<file path="src/rtl/vr_arb_pkg.sv">
// Shared definitions for the round-robin valid/ready arbiter:
// legal requester-count range, lock-state encoding and the source-index
// width helper used by the interface, the grant unit and the top.
package vr_arb_pkg;

  localparam int NUM_IN_MIN = 2;
  localparam int NUM_IN_MAX = 8;

  // Grant unit state: free-running round robin, or pinned to one requester
  // until its burst ends.
  typedef enum logic {
    ARB_FREE   = 1'b0,
    ARB_LOCKED = 1'b1
  } arb_state_e;

  // Bits needed to encode a requester index; never less than one.
  function automatic int src_w(input int n);
    int w;
    w = 1;
    while ((1 << w) < n) begin
      w++;
    end
    return w;
  endfunction

endpackage

</file>
<file path="src/rtl/vr_rr_arbiter_if.sv">
// Bundle of all stream signals around the arbiter: NUM_IN upstream
// valid/ready/data/last lanes plus the single downstream stream with its
// source index. Names are from the arbiter's point of view.
interface vr_rr_arbiter_if #(
  parameter int WIDTH  = 16,
  parameter int NUM_IN = 4
);
  import vr_arb_pkg::*;

  localparam int SRC_W = src_w(NUM_IN);

  // Upstream requesters
  logic [NUM_IN-1:0]       i_valid;
  logic [NUM_IN*WIDTH-1:0] i_data;
  logic [NUM_IN-1:0]       i_last;
  logic [NUM_IN-1:0]       o_ready;

  // Downstream stream
  logic                    o_valid;
  logic [WIDTH-1:0]        o_data;
  logic                    o_last;
  logic [SRC_W-1:0]        o_src;
  logic                    i_ready;

  // Arbiter side
  modport slave (
    input  i_valid, i_data, i_last, i_ready,
    output o_ready, o_valid, o_data, o_last, o_src
  );

  // Environment side (requesters and downstream sink)
  modport master (
    output i_valid, i_data, i_last, i_ready,
    input  o_ready, o_valid, o_data, o_last, o_src
  );

endinterface

</file>
<file path="src/rtl/vr_rr_grant.sv">
// Round-robin grant unit: rotating priority pointer, optional burst lock
// and the combinational grant search.
// Build option: define VR_RR_ARBITER_BURST_LOCK_EN to keep the grant on a
// requester until it transfers a beat with last set.
module vr_rr_grant
  import vr_arb_pkg::*;
#(
  parameter  int NUM_IN = 4,
  localparam int SRC_W  = src_w(NUM_IN)
) (
  input  logic              i_clk,
  input  logic              i_srst_n,
  input  logic [NUM_IN-1:0] i_valid,
`ifdef VR_RR_ARBITER_BURST_LOCK_EN
  input  logic [NUM_IN-1:0] i_last,
`endif
  input  logic              i_load_en,
  output logic [SRC_W-1:0]  o_grant,
  output logic              o_grant_vld
);

  arb_state_e       r_state;
  arb_state_e       w_state_nxt;
  logic [SRC_W-1:0] r_ptr;
  logic [SRC_W-1:0] w_ptr_nxt;
  logic [SRC_W-1:0] w_grant;
  logic [SRC_W-1:0] w_grant_inc;
  logic             w_grant_vld;
  logic             w_xfer;
  logic [SRC_W:0]   w_idx;

  // Grant search: first valid requester from r_ptr upward with wrap; a
  // locked burst pins the grant to r_ptr.
  always_comb begin
    // NOTE: every output of a combinational block gets a default first so
    // no path leaves it unassigned, which would infer a latch.
    w_grant     = r_ptr;
    w_grant_vld = 1'b0;
    w_idx       = '0;
    if (r_state == ARB_LOCKED) begin
      w_grant_vld = i_valid[r_ptr];
    end else begin
      for (int i = 0; i < NUM_IN; i++) begin
        w_idx = {1'b0, r_ptr} + (SRC_W+1)'(i);
        if (w_idx >= (SRC_W+1)'(NUM_IN)) begin
          w_idx = w_idx - (SRC_W+1)'(NUM_IN);
        end
        if (!w_grant_vld && i_valid[w_idx[SRC_W-1:0]]) begin
          w_grant     = w_idx[SRC_W-1:0];
          w_grant_vld = 1'b1;
        end
      end
    end
  end

  assign w_xfer      = i_load_en & w_grant_vld;
  assign w_grant_inc = (w_grant == SRC_W'(NUM_IN - 1)) ? '0 : w_grant + 1'b1;

  // Next pointer / lock state: advance past the winner once its beat (or
  // burst) is accepted; otherwise hold.
  always_comb begin
    w_state_nxt = r_state;
    w_ptr_nxt   = r_ptr;
    if (w_xfer) begin
`ifdef VR_RR_ARBITER_BURST_LOCK_EN
      if (!i_last[w_grant]) begin
        w_state_nxt = ARB_LOCKED;
        w_ptr_nxt   = w_grant;
      end else begin
        w_state_nxt = ARB_FREE;
        w_ptr_nxt   = w_grant_inc;
      end
`else
      w_state_nxt = ARB_FREE;
      w_ptr_nxt   = w_grant_inc;
`endif
    end
  end

  // Pointer and lock state register, synchronous clear to requester 0.
  always_ff @(posedge i_clk) begin
    // NOTE: state uses non-blocking assignments so every register samples
    // pre-edge values regardless of statement order.
    if (!i_srst_n) begin
      r_state <= ARB_FREE;
      r_ptr   <= '0;
    end else begin
      r_state <= w_state_nxt;
      r_ptr   <= w_ptr_nxt;
    end
  end

  assign o_grant     = w_grant;
  assign o_grant_vld = w_grant_vld;

endmodule

</file>
<file path="src/rtl/vr_rr_arbiter.sv">
// NUM_IN-to-1 round-robin valid/ready arbiter with a one-entry registered
// output stage. Grant selection lives in vr_rr_grant; this level owns the
// load enable, per-requester ready, payload mux and output register.
// Build option: VR_RR_ARBITER_BURST_LOCK_EN enables burst locking; when
// undefined, arbitration happens every beat and i_last only passes through.
module vr_rr_arbiter
  import vr_arb_pkg::*;
#(
  parameter int WIDTH  = 16,
  parameter int NUM_IN = 4
) (
  input  logic           i_clk,
  input  logic           i_srst_n,
  vr_rr_arbiter_if.slave io_bus
);

  localparam int SRC_W = src_w(NUM_IN);

  if (NUM_IN < NUM_IN_MIN || NUM_IN > NUM_IN_MAX) begin : g_bad_num_in
    $error("vr_rr_arbiter: NUM_IN outside legal range");
  end

  logic             r_valid;
  logic [WIDTH-1:0] r_data;
  logic             r_last;
  logic [SRC_W-1:0] r_src;

  logic             w_load_en;
  logic [SRC_W-1:0] w_grant;
  logic             w_grant_vld;

  // Stage accepts a new beat when empty or being drained; forced low in
  // reset so no requester sees ready then.
  assign w_load_en = i_srst_n & (~r_valid | io_bus.i_ready);

  vr_rr_grant #(
    .NUM_IN (NUM_IN)
  ) u_grant (
    .i_clk       (i_clk),
    .i_srst_n    (i_srst_n),
    .i_valid     (io_bus.i_valid),
`ifdef VR_RR_ARBITER_BURST_LOCK_EN
    .i_last      (io_bus.i_last),
`endif
    .i_load_en   (w_load_en),
    .o_grant     (w_grant),
    .o_grant_vld (w_grant_vld)
  );

  // One-hot ready to the granted requester only.
  always_comb begin
    io_bus.o_ready = '0;
    if (w_load_en && w_grant_vld) begin
      io_bus.o_ready[w_grant] = 1'b1;
    end
  end

  // Output register stage: load the granted beat, empty when nothing is
  // granted, hold while downstream stalls.
  always_ff @(posedge i_clk) begin
    if (!i_srst_n) begin
      r_valid <= 1'b0;
      r_data  <= '0;
      r_last  <= 1'b0;
      r_src   <= '0;
    end else if (w_load_en) begin
      r_valid <= w_grant_vld;
      if (w_grant_vld) begin
        r_data <= io_bus.i_data[int'(w_grant)*WIDTH +: WIDTH];
        r_last <= io_bus.i_last[w_grant];
        r_src  <= w_grant;
      end
    end
  end

  assign io_bus.o_valid = r_valid;
  assign io_bus.o_data  = r_data;
  assign io_bus.o_last  = r_last;
  assign io_bus.o_src   = r_src;

endmodule

</file>
<file path="src/flat_wrapper.sv">
// flat-port wrapper written by rule: the top's interface ports become plain ports
module vr_rr_arbiter_flat import vr_arb_pkg::*;
#(
  parameter int WIDTH  = 16,
  parameter int NUM_IN = 4
)
  (i_clk, i_srst_n, io_bus_i_valid, io_bus_i_data, io_bus_i_last, io_bus_i_ready, io_bus_o_ready, io_bus_o_valid, io_bus_o_data, io_bus_o_last, io_bus_o_src);
  vr_rr_arbiter_if #(.WIDTH(WIDTH), .NUM_IN(NUM_IN)) io_bus_i ();
  input  logic i_clk;
  input  logic i_srst_n;
  input wire logic [$bits(io_bus_i.i_valid)-1:0] io_bus_i_valid;
  input wire logic [$bits(io_bus_i.i_data)-1:0] io_bus_i_data;
  input wire logic [$bits(io_bus_i.i_last)-1:0] io_bus_i_last;
  input wire logic [$bits(io_bus_i.i_ready)-1:0] io_bus_i_ready;
  output wire logic [$bits(io_bus_i.o_ready)-1:0] io_bus_o_ready;
  output wire logic [$bits(io_bus_i.o_valid)-1:0] io_bus_o_valid;
  output wire logic [$bits(io_bus_i.o_data)-1:0] io_bus_o_data;
  output wire logic [$bits(io_bus_i.o_last)-1:0] io_bus_o_last;
  output wire logic [$bits(io_bus_i.o_src)-1:0] io_bus_o_src;
  assign io_bus_i.i_valid = io_bus_i_valid;
  assign io_bus_i.i_data = io_bus_i_data;
  assign io_bus_i.i_last = io_bus_i_last;
  assign io_bus_i.i_ready = io_bus_i_ready;
  assign io_bus_o_ready = io_bus_i.o_ready;
  assign io_bus_o_valid = io_bus_i.o_valid;
  assign io_bus_o_data = io_bus_i.o_data;
  assign io_bus_o_last = io_bus_i.o_last;
  assign io_bus_o_src = io_bus_i.o_src;
  vr_rr_arbiter #(.WIDTH(WIDTH), .NUM_IN(NUM_IN)) u_core (.i_clk(i_clk), .i_srst_n(i_srst_n), .io_bus(io_bus_i));
endmodule
</file>
<file path="config.mk">
export PLATFORM = sky130hd
export DESIGN_NAME = vr_rr_arbiter_flat
export DESIGN_NICKNAME = d
export VERILOG_FILES = /design/src/rtl/vr_arb_pkg.sv /design/src/rtl/vr_rr_arbiter_if.sv /design/src/rtl/vr_rr_grant.sv /design/src/rtl/vr_rr_arbiter.sv /design/src/flat_wrapper.sv
export SDC_FILE = /design/constraint.sdc
export NUM_CORES = 1
export LEC_CHECK = 0
export CAP_MARGIN = 20
export CORE_MARGIN = 2
export CORE_UTILIZATION = 34
export DETAILED_ROUTE_END_ITERATION = 8
export HOLD_SLACK_MARGIN = 0.06
export PLACE_DENSITY_LB_ADDON = 0.25
export SLEW_MARGIN = 20
export SYNTH_ARGS = -nofsm -noshare
export SYNTH_HDL_FRONTEND = slang
export SYNTH_SLANG_ARGS = --single-unit
</file>
<file path="constraint.sdc">
create_clock -name i_clk -period 2.6 [get_ports i_clk]
set_clock_uncertainty 0.2 [all_clocks]
set_input_delay 0.39 -clock i_clk [delete_from_list [all_inputs] [get_ports i_clk]]
set_output_delay 0.39 -clock i_clk [all_outputs]
set_load 0.01 [all_outputs]
</file>
==> summary.md, run 1 <==
| Metric | Value |
|---|---|
| Synthesized Nets | `211` |
| DIE AREA | `4424 µm²` |
| Finished Layout Cells | `286` |
| Post-DP HPWL | `2.846 mm` |
| Worst Reg-to-Reg Cells | `7` |
| Inst Count DP | `282` |
| Sequential power share | `0.323` |
| DR WL/cell | `12.63 µm` |
| Final Hold Fails | `0` |
| Cell taking the most area after synthesis | `dfxtp_1` |
| DRC viols | `0` |
| CP top delay family | `buffers and inverters` |
| Htree depth | `1` |
| RSZ-0062 raised after global routing | `no` |
| Net Switching | `390.5 µW` |
| DP Worst Slack | `-0.2782 ns` |
| Worst slew margin | `0.5237` |
| Vias in the first global route | `1,312` |
| Final Net Count | `315` |
| Crit. End Element | `primary output` |
| CP Class | `primary input to primary output` |
| Number of inserted diodes | `0` |
| Multi-input gate area | `800.8 µm²` |
| RD Place Congestion | `0.8301` |
| Routed wire length | `3.611 mm` |
| Global-route wire length before repair | `5.871 mm` |
| Start of the worst register-to-register path | `u_core.u_grant.r_ptr[0]` |
| Required time worst endpoint | `2.01 ns` |
| Final WS setup | `0.1485 ns` |
| Critical Path Start | `io_bus_i_valid[3]` |
| Clk slew on worst S/H paths | `0.08 ns` |
| CTS Buffer Depth | `2` |
| Crit path launch type | `primary input` |
| Fmax | `0.4079 GHz` |
| Reg2reg setup slack | `0.54 ns` |
| FF+latch count, synth | `22` |
| Most common cell after layout, fill and taps aside | `clkdlybuf4s50_1` |
| Register area share after synthesis | `0.3315` |
| Clock latency on the worst-skew pair | `0.26 ns` |
| Starting Density | `0.3576` |
| Standard-cell rows | `22` |
| Ports | `99` |
| DR vias/cell | `4.920` |
| Type of the worst min-delay path | `flip-flop to flip-flop` |
| Sequential cell area | `440.4 µm²` |
| Layout cells sized above 1 | `0.08824` |
| R2R Path End | `u_core.io_bus.o_data[3]` |
| Cells after Synth | `135` |
| Sw Ratio | `0.2875` |
| Power density over the cells | `558.0 nW/µm²` |
| Gr ovfl total | `0` |
| Initial drt markers | `48` |
| Internal | `967.4 µW` |
| Comb pwr share | `0.446` |
| Max-slew violation count | `0` |
| Slowest cell on crit path | `or3_1` |
| Core Area | `3716 µm²` |
| Cell variety after synth | `27` |
| Synth warn | `0` |
| Antenna Nets Post-Route | `0` |
| Status | `finished, final reports clean` |
| Cts bufs inserted | `3` |
| Critical path's largest stage delay | `0.37 ns` |
| Worst path cell trace | `dlygate4sd2_1 -> or3_1 -> o21ai_2 -> o31ai_4 -> ha_1 -> and3_1 -> dlygate4sd2_1` |
| Port Buf Inserts | `98` |
| Critical path peak fanout | `6` |
| Worst-margin pin slew | `0.7137 ns` |
| Crit path DAT | `1.86 ns` |
| Die height | `66.52 µm` |
| Syn Std Cell Area | `1329 µm²` |
| Total power | `1358 µW` |
| Largest net degree at the start of global routing | `20` |
| Most frequent cells in the layout | `clkdlybuf4s50_1 (90), mux2i_1 (37), dfxtp_1 (22)` |
| Number of detailed-routing iterations run before antenna repair | `4` |
| All-Layer GR Usage | `0.1707` |
| Area fraction of the dominant cell type after synthesis | `0.3315` |
| Core Util, Final | `0.6549` |
| Synth-to-layout area growth | `83.14%` |
| Top cells by area, synth | `dfxtp_1 (33%), mux2i_1 (28%), o221ai_1 (11%)` |
| Final Setup Violations | `0` |
| Fin crit period | `2.451 ns` |
| Clock sinks | `22` |
| Hold path depth | `2` |
| Clock share of power | `0.231` |
| Post-route setup TNS | `0 ns` |
| Leakage | `0.001019 µW` |
| Setup Fix Bufs, Post-CTS | `0` |
| Detailed-route via count | `1,407` |
| Clk root buf | `clkbuf_8` |
| Worst IR Drop VDD | `0.4095 mV` |
| FILL cells | `346` |
| Mean Syn Cell Area | `9.843 µm²` |
| Worst Setup EP | `io_bus_o_ready[3]` |
| MaxCap Viol Count | `0` |
| Chip width | `66.52 µm` |
| Critical path depth | `7` |
| Cell repeated most along the worst path | `dlygate4sd2_1` |
| CP bufs+invs | `2` |
| CTS tree | `built` |
| Initial antenna violation count | `0` |
| Fin crit share | `0.9429` |
[repair_timing]
item,4_1_cts,5_1_grt
hold endpoints to repair,0,0
setup endpoints to repair,4,3
pin swaps,1,0
gates resized for setup,7,1
hold buffers,0,0
[cells in the mapped netlist, drive strengths merged]
master  number
a211o        1
and3         1
or3          1
and2b        1
nand3        1
inv          3
nand2       18
a31oi        1
o31ai        1
ha           1
a21oi        2
clkbuf       1
buf          8
nand2b       1
o221ai      17
a21boi       1
dfxtp       22
nand3b       1
o211a        1
nor2b        4
mux2i       37
o21ai        4
nor2         7
[area by class of cell]
cell class	count	share of cell area
multi-input combinational	101	0.3290
sequential	22	0.1810
tap	48	0.02468
clock buffer	3	0.01697
clock inverter	1	0.01234
timing repair buffer	108	0.4314
inverter	3	0.004627
[layer usage]
layer,global-route usage,wire length (µm)
met1,0.2172,1566
met2,0.2738,1550
met3,0.05405,469
met4,0.05357,25
met5,0,0
[per-stage QoR]
stage                     cell area [µm²]  hold slack, ns
after floorplan                      1329          0.3027
after global placement               2369          0.2418
after detailed placement             2369          0.2475
after CTS                            2431          0.2717
after global routing                 2434          0.2932
final                                2434          0.2653
[sequential cells by signal (all words and copies together) (netlist names)]
name,cells
u_core.io_bus.o_data,16
u_core.io_bus.o_last,1
u_core.u_grant.r_ptr,2
u_core.io_bus.o_valid,1
u_core.io_bus.o_src,2
[cell families after synthesis]
kind of cell	share of synthesized area
and+or+nand+nor	0.1337
muxes	0.2787
adders and majority gates	0.009415
DFF	0.3314
AOI/OAI and AO/OA	0.1808
buffers and inverters	0.06590
[power groups by stage]
stage               combinational, µW  sequential [µW]  clock (µW)
floorplan                         311              471           0
global placement                  617              443           0
detailed placement                618              446           0
CTS                               614              439         324
global route                      656              446         340
finish                            605              439         314
[how the worst min path moves through the flow]
stage	slack, ns	from	to
after floorplan	0.30	u_core.io_bus.o_data[0]	u_core.io_bus.o_data[0]
after CTS	0.27	u_core.io_bus.o_data[11]	u_core.io_bus.o_data[11]
after detailed placement	0.25	u_core.io_bus.o_data[7]	u_core.io_bus.o_data[7]
after global placement	0.24	u_core.io_bus.o_data[14]	u_core.io_bus.o_data[14]
final	0.27	u_core.io_bus.o_data[0]	u_core.io_bus.o_data[0]
after global routing	0.29	u_core.io_bus.o_data[7]	u_core.io_bus.o_data[7]
[worst reg2reg max path: stages, from the launching register on]
cell and delay (ns):
dfxtp_1 0.39, and2b_1 0.23, a21oi_1 0.13, o211a_2 0.21, buf_4 0.13, buf_4 0.27, mux2i_1 0.25, o221ai_1 0.12
(Power assumes the default switching activity.)
==> run 2: changes to the inputs <==
- PLACE_DENSITY: unset -> 0.8
- PLACE_DENSITY_LB_ADDON: 0.25 -> unset
==> summary.md, run 2 (synthesis gave the netlist of run 1 again) <==
| Metric | Value |
|---|---|
| Crit path DAT | `1.86 ns (about the same)` |
| Net Switching | `404.3 µW (+3.6%)` |
| Final Net Count | `319 (+1.3%)` |
| Comb pwr share | `0.450 (+0.004)` |
| GR Util met2 | `0.3225 (+0.04875)` |
| Clock share of power | `0.233 (+0.002)` |
| Max-slew violation count | `0 (unchanged)` |
| Reg2reg setup slack | `0.56 ns (+0.02 ns)` |
| Layout cells sized above 1 | `0.1033 (+0.01507)` |
| RSZ-0062 raised after global routing | `no` |
| Fmax | `0.4074 GHz (-0.12%)` |
| Worst IR Drop VDD | `0.2928 mV (-28%)` |
| Ports | `99 (unchanged)` |
| Largest net degree at the start of global routing | `18 (-10%)` |
| Worst slew margin | `0.5138 (-0.009872)` |
| Grt met1 use | `0.2165 (-0.0006716)` |
| Routed wire length | `3.936 mm (+9.0%)` |
| Gr ovfl total | `0 (unchanged)` |
| Initial antenna violation count | `0 (unchanged)` |
| All-Layer GR Usage | `0.1861 (+0.01539)` |
| Power density over the cells | `562.3 nW/µm² (+0.77%)` |
| Fin crit share | `0.9440 (+0.001131)` |
| Max FFs per register | `16 (unchanged)` |
| Critical Path Start | `io_bus_i_valid[3]` |
| Slowest cell on crit path | `or3_1` |
| Clock sinks | `22 (unchanged)` |
| Cts bufs inserted | `3 (unchanged)` |
| Number of inserted diodes | `0 (unchanged)` |
| Worst path cell trace | `dlygate4sd2_1 -> or3_1 -> o21ai_2 -> o31ai_4 -> ha_1 -> and3_1 -> dlygate4sd2_1` |
| Chip width | `66.52 µm (unchanged)` |
| Worst-margin pin slew | `0.7285 ns (+0.01479 ns)` |
| CTS tree | `built` |
| CP Class | `primary input to primary output` |
| Final Hold Fails | `0 (unchanged)` |
| DR vias/cell | `4.886 (-0.68%)` |
| Number of detailed-routing iterations run before antenna repair | `4 (unchanged)` |
| CTS Buffer Depth | `2 (unchanged)` |
| Busiest metal layer after global routing | `met2` |
| Crit. End Element | `primary output` |
| Detailed-route via count | `1,417 (+0.71%)` |
| Total power | `1385 µW (+2.0%)` |
| Start of the worst register-to-register path | `u_core.u_grant.r_ptr[0]` |
| Standard-cell rows | `22 (unchanged)` |
| Die height | `66.52 µm (unchanged)` |
| Sequential power share | `0.316 (-0.007)` |
| Clock latency on the worst-skew pair | `0.26 ns (about the same)` |
| MaxCap Viol Count | `0 (unchanged)` |
| Synth-to-layout area growth | `85.40%` |
| Cell repeated most along the worst path | `dlygate4sd2_1` |
| Antenna Nets Post-Route | `0 (unchanged)` |
| Most frequent cells in the layout | `clkdlybuf4s50_1 (90), mux2i_1 (37), dfxtp_1 (22)` |
| Clk root buf | `clkbuf_8` |
| Fin crit period | `2.454 ns (+0.002940 ns)` |
| DIE AREA | `4424 µm² (unchanged)` |
| Crit path launch type | `primary input` |
| Htree depth | `1 (unchanged)` |
| Starting Density | `0.3576 (unchanged)` |
| Most common cell after layout, fill and taps aside | `clkdlybuf4s50_1` |
| Sw Ratio | `0.2919 (+0.004350)` |
| RD Place Congestion | `0.7268 (-12%)` |
| Global-route wire length before repair | `6.368 mm (+8.5%)` |
| Required time worst endpoint | `2.01 ns (about the same)` |
| Vias in the first global route | `1,441 (+9.8%)` |
| Status | `finished, final reports clean` |
| Final Setup Violations | `0 (unchanged)` |
| Hold_sp | `u_core.io_bus.o_data[0]` |
| Critical path peak fanout | `5 (-1)` |
| Leakage | `0.001038 µW (+1.8%)` |
| Internal | `980.8 µW (+1.4%)` |
| Initial drt markers | `55 (+15%)` |
| Hold slack | `0.2697 ns (+0.004383 ns)` |
| Clk slew on worst S/H paths | `0.09 ns (about the same)` |
| Port Buf Inserts | `98 (unchanged)` |
| Post-DP HPWL | `3.129 mm (+10%)` |
| Core Area | `3716 µm² (unchanged)` |
| FILL cells | `330 (-4.6%)` |
| DR WL/cell | `13.57 µm (+7.5%)` |
| Met3 usage | `0.06757 (+0.01351)` |
| Critical path's largest stage delay | `0.37 ns (about the same)` |
| DRC viols | `0 (unchanged)` |
| Type of the worst min-delay path | `flip-flop to flip-flop` |
-- run 2: layout make-up --
class	instances	area (µm²)	area share
Clock inverter	1	30.03	0.01219
Tap cell	48	60.06	0.02438
Sequential cell	22	440.4	0.1788
Clock buffer	3	41.29	0.01676
Inverter	3	11.26	0.004571
Timing Repair Buffer	112	1080	0.4383
Multi-Input combinational cell	101	800.8	0.3250
-- run 2: final timing paths --
path | endpoint | cells after the start
setup / recovery | io_bus_o_ready[3] | 7
hold / removal | u_core.io_bus.o_data[0] | 2
setup reg to reg | u_core.io_bus.o_data[1] | 7
hold reg to reg | u_core.io_bus.o_data[0] | 2
-- run 2: worst max-delay path, delay by kind of cell --
| family | cells | cell delay (ns) |
|---|---|---|
| compound gates | 2 | 0.18 |
| fa+ha+maj | 1 | 0.20 |
| buf+inv | 2 | 0.57 |
| simple gates | 2 | 0.52 |
-- run 2: what timing repair did --
action                                  in CTS  in global routing
endpoints found under the setup margin       4                  3
hold endpoints to repair                     0                  0
buffers inserted                             1                  0
pin swaps                                    1                  0
gates resized for setup                      8                  1
hold buffers                                 0                  0
-- run 2: power groups by stage --
stage          logic (µW)  registers [µW]  clock network (µW)
5_1_grt               680             447                 341
3_3_place_gp          627             444                   0
6_report              624             438                 323
3_5_place_dp          631             446                   0
4_1_cts               633             438                 329
2_1_floorplan         311             471                   0
-- run 2: metal layers --
layer	part of all wire	wire [µm]
met1	0.42	1642
met2	0.47	1854
met3	0.10	408
met4	0.0076	30
met5	0	0
-- run 2: stage by stage --
stage	setup TNS [ns]	area, µm²	setup WS (ns)	utilization	cells
detailed placement	-1.794	2391	-0.2891	0.6434	285
floorplan	0	1329	0.5435	-	135
global placement	-1.467	2391	-0.2741	0.6434	285
global route	0	2464	0.09080	0.6630	290
CTS	0	2461	0.08705	0.6623	290
finish	0	2464	0.1456	0.6630	290
